**src/rtl/us_distance_filter.sv**
```systemverilog
`default_nettype none
// ---------------------------------------------------------------------------
// us_distance_filter : range-gated median-of-3 ultrasonic distance filter with
// stale detection. Optional output slew limit enabled by macro US_FILT_SLEW_EN.
// Revision: 1.0
// ---------------------------------------------------------------------------
module us_distance_filter #(
   parameter logic [7:0]  MAX_CM       = 8'd200,
   parameter logic [23:0] STALE_CYCLES = 24'd5000000,
   parameter logic [7:0]  MAX_STEP     = 8'd4
) (
   input  logic       CLK,
   input  logic       RESET,
   input  logic [7:0] RAW_DIST,
   input  logic       RAW_VALID,
   input  logic       SENSOR_IGNORE,
   output logic [7:0] DIST_OUT,
   output logic       DIST_VALID,
   output logic       DIST_STB,
   output logic       STALE,
   output logic [7:0] REJECT_CNT
);

   typedef enum logic [1:0] {
      FILL0 = 2'd0,
      FILL1 = 2'd1,
      FILL2 = 2'd2,
      RUN   = 2'd3
   } state_t;

   state_t      state_q, state_d;
   logic [7:0]  w0_q, w0_d, w1_q, w1_d, w2_q, w2_d;
   logic [7:0]  dist_out_q, dist_out_d;
   logic        dist_valid_q, dist_valid_d;
   logic        dist_stb_q, dist_stb_d;
   logic        stale_q, stale_d;
   logic [7:0]  reject_cnt_q, reject_cnt_d;
   logic [23:0] timer_q, timer_d;

   logic       accept, reject;
   logic [7:0] median, update_val;

   function automatic logic [7:0] med3(input logic [7:0] a, input logic [7:0] b,
                                       input logic [7:0] c);
      if (a >= b) begin
         if (b >= c)      med3 = b;
         else if (a >= c) med3 = c;
         else             med3 = a;
      end else begin
         if (a >= c)      med3 = a;
         else if (b >= c) med3 = c;
         else             med3 = b;
      end
   endfunction

   assign accept = RAW_VALID && !SENSOR_IGNORE && (RAW_DIST != 8'd0) && (RAW_DIST <= MAX_CM);
   assign reject = RAW_VALID && !SENSOR_IGNORE && ((RAW_DIST == 8'd0) || (RAW_DIST > MAX_CM));

   // Median of the window as it will look after the incoming sample shifts in.
   assign median = med3(RAW_DIST, w0_q, w1_q);

`ifdef US_FILT_SLEW_EN
   logic signed [8:0] diff, step;
   always_comb begin
      diff = $signed({1'b0, median}) - $signed({1'b0, dist_out_q});
      step = $signed({1'b0, MAX_STEP});
      // The first update of a fresh window loads directly, so there is no old value to slew from.
      if (state_q == FILL2)   update_val = median;
      else if (diff > step)   update_val = dist_out_q + MAX_STEP;
      else if (diff < -step)  update_val = dist_out_q - MAX_STEP;
      else                    update_val = median;
   end
`else
   logic unused_max_step;
   assign unused_max_step = ^MAX_STEP;
   assign update_val      = median;
`endif

   always_comb begin
      state_d      = state_q;
      w0_d         = w0_q;
      w1_d         = w1_q;
      w2_d         = w2_q;
      dist_out_d   = dist_out_q;
      dist_valid_d = dist_valid_q;
      dist_stb_d   = 1'b0;
      stale_d      = stale_q;
      reject_cnt_d = reject_cnt_q;
      timer_d      = timer_q;

      if (accept) begin
         timer_d = 24'd0;
         stale_d = 1'b0;
         w0_d    = RAW_DIST;
         w1_d    = w0_q;
         w2_d    = w1_q;
         case (state_q)
            FILL0:   state_d = FILL1;
            FILL1:   state_d = FILL2;
            default: begin
               state_d      = RUN;
               dist_out_d   = update_val;
               dist_valid_d = 1'b1;
               dist_stb_d   = 1'b1;
            end
         endcase
      end else if (!SENSOR_IGNORE) begin
         if (reject && (reject_cnt_q != 8'hFF))
            reject_cnt_d = reject_cnt_q + 8'd1;
         if (timer_q != STALE_CYCLES)
            timer_d = timer_q + 24'd1;
         // Stale fires on the cycle the count arrives at the limit; DIST_OUT keeps its last value.
         if ((timer_q != STALE_CYCLES) && (timer_q + 24'd1 == STALE_CYCLES)) begin
            stale_d      = 1'b1;
            dist_valid_d = 1'b0;
            state_d      = FILL0;
            w0_d         = 8'd0;
            w1_d         = 8'd0;
            w2_d         = 8'd0;
         end
      end
   end

   always_ff @(posedge CLK) begin
      if (RESET) begin
         state_q      <= FILL0;
         w0_q         <= 8'd0;
         w1_q         <= 8'd0;
         w2_q         <= 8'd0;
         dist_out_q   <= 8'd0;
         dist_valid_q <= 1'b0;
         dist_stb_q   <= 1'b0;
         stale_q      <= 1'b0;
         reject_cnt_q <= 8'd0;
         timer_q      <= 24'd0;
      end else begin
         state_q      <= state_d;
         w0_q         <= w0_d;
         w1_q         <= w1_d;
         w2_q         <= w2_d;
         dist_out_q   <= dist_out_d;
         dist_valid_q <= dist_valid_d;
         dist_stb_q   <= dist_stb_d;
         stale_q      <= stale_d;
         reject_cnt_q <= reject_cnt_d;
         timer_q      <= timer_d;
      end
   end

   // w2 is the oldest entry; it ages out of the window and feeds nothing else.
   logic unused_w2;
   assign unused_w2 = ^w2_q;

   assign DIST_OUT   = dist_out_q;
   assign DIST_VALID = dist_valid_q;
   assign DIST_STB   = dist_stb_q;
   assign STALE      = stale_q;
   assign REJECT_CNT = reject_cnt_q;

endmodule
`default_nettype wire

```
**config.mk**
```make
export PLATFORM = sky130hd
export DESIGN_NAME = us_distance_filter
export DESIGN_NICKNAME = d
export VERILOG_FILES = /design/src/rtl/us_distance_filter.sv
export SDC_FILE = /design/constraint.sdc
export NUM_CORES = 1
export LEC_CHECK = 0
export BUFFER_PORTS_ARGS = -buffer_cell sky130_fd_sc_hd__buf_2
export CAP_MARGIN = 10
export CORE_ASPECT_RATIO = 0.75
export CORE_MARGIN = 2
export CORE_UTILIZATION = 54
export CTS_CLUSTER_DIAMETER = 50
export DETAILED_ROUTE_END_ITERATION = 10
export PLACE_DENSITY_LB_ADDON = 0.3
export SETUP_SLACK_MARGIN = 0.3
export SLEW_MARGIN = 25
export SYNTH_ARGS = -nofsm -noshare
export SYNTH_HDL_FRONTEND = slang
export SYNTH_SLANG_ARGS = --single-unit
```
**constraint.sdc**
```tcl
create_clock -name CLK -period 2.5 [get_ports CLK]
set_clock_uncertainty 0.15 [all_clocks]
set_input_delay 0.375 -clock CLK [delete_from_list [all_inputs] [get_ports CLK]]
set_output_delay 0.375 -clock CLK [all_outputs]
set_load 0.02 [all_outputs]
```
==> impl_metrics.yaml <==
critical_path:
  rr_endpoint: "w1_q[1]"
  r2r_cells: 7
  cp.buffers_inverters: 1
  path_class: "reg -> reg"
  crit_cells: 7
  critPathLaunchType: "register"
  endpoint: "w1_q[1]"
  crit_family: "simple AND/OR/NAND/NOR gates"
  crit_fanout: 16
  reg2reg_from: "timer_q[4]"
  arrival_ns: 2.56
  required_ns: 2.60
  r2r_slack_ns: 0.03
  cp_slowest_cell: "or4b_1"
  cp-end-kind: "register"
  cp_cell_sequence: "nand4_4 -> or4b_1 -> o21ai_1 -> nand3_1 -> a2111o_1 -> buf_6 -> a32o_2"
  setup.worst_path.start: "timer_q[4]"
  critPathMaxStageDelay_ns: 0.55
clock_network:
  path_clk_slew_ns: 0.08
  cts_tree: "yes"
  root_buffer: "clkbuf_8"
  clock_latency_ns: 0.35
  cts_made_buffers: 9
  clock_path_buffers: 2
  cts.sink_count: 61
  h-tree-depth: 3
global_routing:
  antenna_found_initial: 0
  grt_usage_pct: 27.4
  overflow: 0
  grt_max_degree: 25
  grt_pass1_vias: 3277
  grt_pass1_wl_um: 16500
cells_and_area:
  utilization_pct: 70.0
  syn2layout_area_growth_pct: 26.0
  diodes: 0
  finalNetCount: 545
  fin_cells: 595
  nFillCells: 532
  final_layout_size_suffix_gt1_share_pct: 30.5
floorplanning:
  row_count: 26
  initial_utilization_pct: 55.5
  die_h_um: 76.3
  die_area_mm2: 0.00765
  ios: 31
  core_mm2: 0.00677
  die_w_um: 100
power_and_ir_drop:
  power_density_mw_per_mm2: 518
  ir_drop_mv: 0.315
  p_leak_nw: 1.97
sta:
  drv_slew: 0
  max_freq_mhz: 406
  finalCriticalPeriod_ns: 2.47
  tightest_slew_ns: 0.467
  slew_headroom_pct: 68.9
  hold_viol_final: 0
  grt_setup_unrepaired: "true"
  finalCritPeriodShare_pct: 98.6
  setup-violations-final: 0
drt:
  firstDrtPassIters: 5
  remaining_drc_errors: 0
  viasPerCell: 6.10
  drtAntennaViolNets: 0
  wl_um: 10400
  avgRoutedWirePerCell_um: 17.5
  drt_iter0_markers: 390
  num_vias: 3629
synthesis:
  ys_ff_latch: 61
  syn_nets: 475
  synth.distinct_cells: 53
  syn_area_per_cell_um2: 8.62
  ys.flop_type: "dfxtp_1"
  ys_async_sr_fraction_pct: 0
  synth.cell_area_mm2: 0.00376
  synth-edff-count: 0
  syn_inst: 436
  seq_area_frac_synth_pct: 32.5
  yosys_warnings: 0
run:
  timing.max_cap.violations: 0
place:
  place_inst: 570
  io_buffers: 30
  routabilityCongestion: 0.915
  dp_hpwl_um: 7040
run_status:
  status: "completed"
min_path:
  holdCritPathClass: "in -> reg"
  hp-start: "RAW_DIST[6]"
==> cell usage after synthesis, types with 2 or more instances <==
cell | n | area, um2
nand3_1 | 17 | 85.1
dfxtp_1 | 61 | 1220
nand2b_1 | 4 | 25.0
clkbuf_1 | 15 | 56.3
xnor2_1 | 9 | 78.8
and3_1 | 6 | 37.5
a32o_2 | 16 | 180
a311oi_1 | 8 | 70.1
inv_1 | 23 | 86.3
a21o_1 | 4 | 30.0
a21oi_1 | 14 | 70.1
nand4_1 | 9 | 56.3
nand4_4 | 2 | 42.5
ha_1 | 27 | 338
mux2i_1 | 19 | 190
nor3b_1 | 3 | 22.5
a211oi_1 | 4 | 30.0
o21ai_1 | 3 | 15.0
a31oi_1 | 2 | 12.5
nand2_1 | 22 | 82.6
nor3_1 | 10 | 50.1
buf_2 | 3 | 15.0
a211o_1 | 16 | 140
o21ai_0 | 11 | 55.1
o21a_1 | 2 | 15.0
nor4_1 | 3 | 18.8
or3_1 | 6 | 37.5
nor2b_1 | 2 | 12.5
xor2_1 | 22 | 193
nor2_1 | 70 | 263
==> metal layers <==
layer	vias up	wire length (um)	share of wire, %	GRT usage [%]
li1	1725	-	-	-
met1	1708	4940	47	42.0
met2	176	4350	42	37.4
met3	20	951	9.1	6.79
met4	0	163	1.6	8.49
met5	-	0	0	0
==> cell type report <==
type	count	area [um2]	area share [%]
tap	84	105	2.22
timing repair buffer	79	611	12.9
inverter	23	86.3	1.82
multi-input combinational	332	2440	51.6
clock inverter	5	82.6	1.74
sequential	61	1260	26.5
clock buffer	11	151	3.20
==> layout by cell type, fill, tap and decap left out, types with 17 or more instances in the layout <==
master   count
mux2i_1     19
xor2_1      22
buf_2       30
nand2_1     21
dfxtp_1     41
inv_1       23
buf_4       41
ha_1        26
nor2_1      69
nand3_1     17
==> cell families after synthesis <==
logic type,synth area share [%]
muxes,5.06
AOI/OAI and AO/OA,18.5
and+or+nand+nor,23.0
DFF,32.5
buffers and inverters,4.69
xor gates and xnor gates,7.22
adders and majority gates,8.99
==> through the flow <==
step           setup WS [ns]  power, W  area, um2  hold slack (ns)  setup TNS [ns]
6_report              0.0349   0.00245       4740            0.216               0
5_1_grt              -0.0540   0.00254       4740            0.217          -0.545
4_1_cts               0.0497   0.00241       4600            0.200               0
3_5_place_dp         -0.0696   0.00137       4310            0.307           -1.06
2_1_floorplan        0.00482   0.00126       3830            0.314               0
3_3_place_gp         -0.0184   0.00136       4310            0.300          -0.106
==> worst register-to-register path, cell delays in order (launching register included) <==
cell and delay, ns:
dfxtp_4 0.39, nand4_4 0.17, or4b_1 0.55, o21ai_1 0.11, nand3_1 0.14, a2111o_1 0.42, buf_6 0.17, a32o_2 0.27
==> registers in the layout (all words and copies together), names as in the netlist <==
signal and flops:
state_q 2, DIST_STB 1, DIST_OUT 8, REJECT_CNT 8, DIST_VALID 1, STALE 1
w0_q 8, w1_q 8, timer_q 24
==> where the power goes <==
part | internal, W | total (W) | switching, W | leakage (nW)
Clock | 0.000615 | 0.00104 | 0.000425 | 0.108
Sequential | 0.000983 | 0.00100 | 0.0000180 | 0.504
Combinational | 0.000191 | 0.000414 | 0.000222 | 1.35
Total | 0.00179 | 0.00245 | 0.000665 | 1.97
==> what timing repair did <==
item	4_1_cts	5_1_grt
endpoints found under the setup margin	28	31
hold buffers	0	0
resized for setup	17	21
cloned	0	2
setup buffers	3	4
pin swaps	2	5
==> worst min path at each step <==
stage	slack, ns	depth (start not counted)	endpoint
2_1_floorplan	0.31	2	state_q[0]
3_3_place_gp	0.30	1	STALE
3_5_place_dp	0.31	1	STALE
4_1_cts	0.20	2	w0_q[7]
5_1_grt	0.22	2	w0_q[7]
6_report	0.22	2	w0_q[6]
Note: power is estimated with default switching activity, not from simulation.
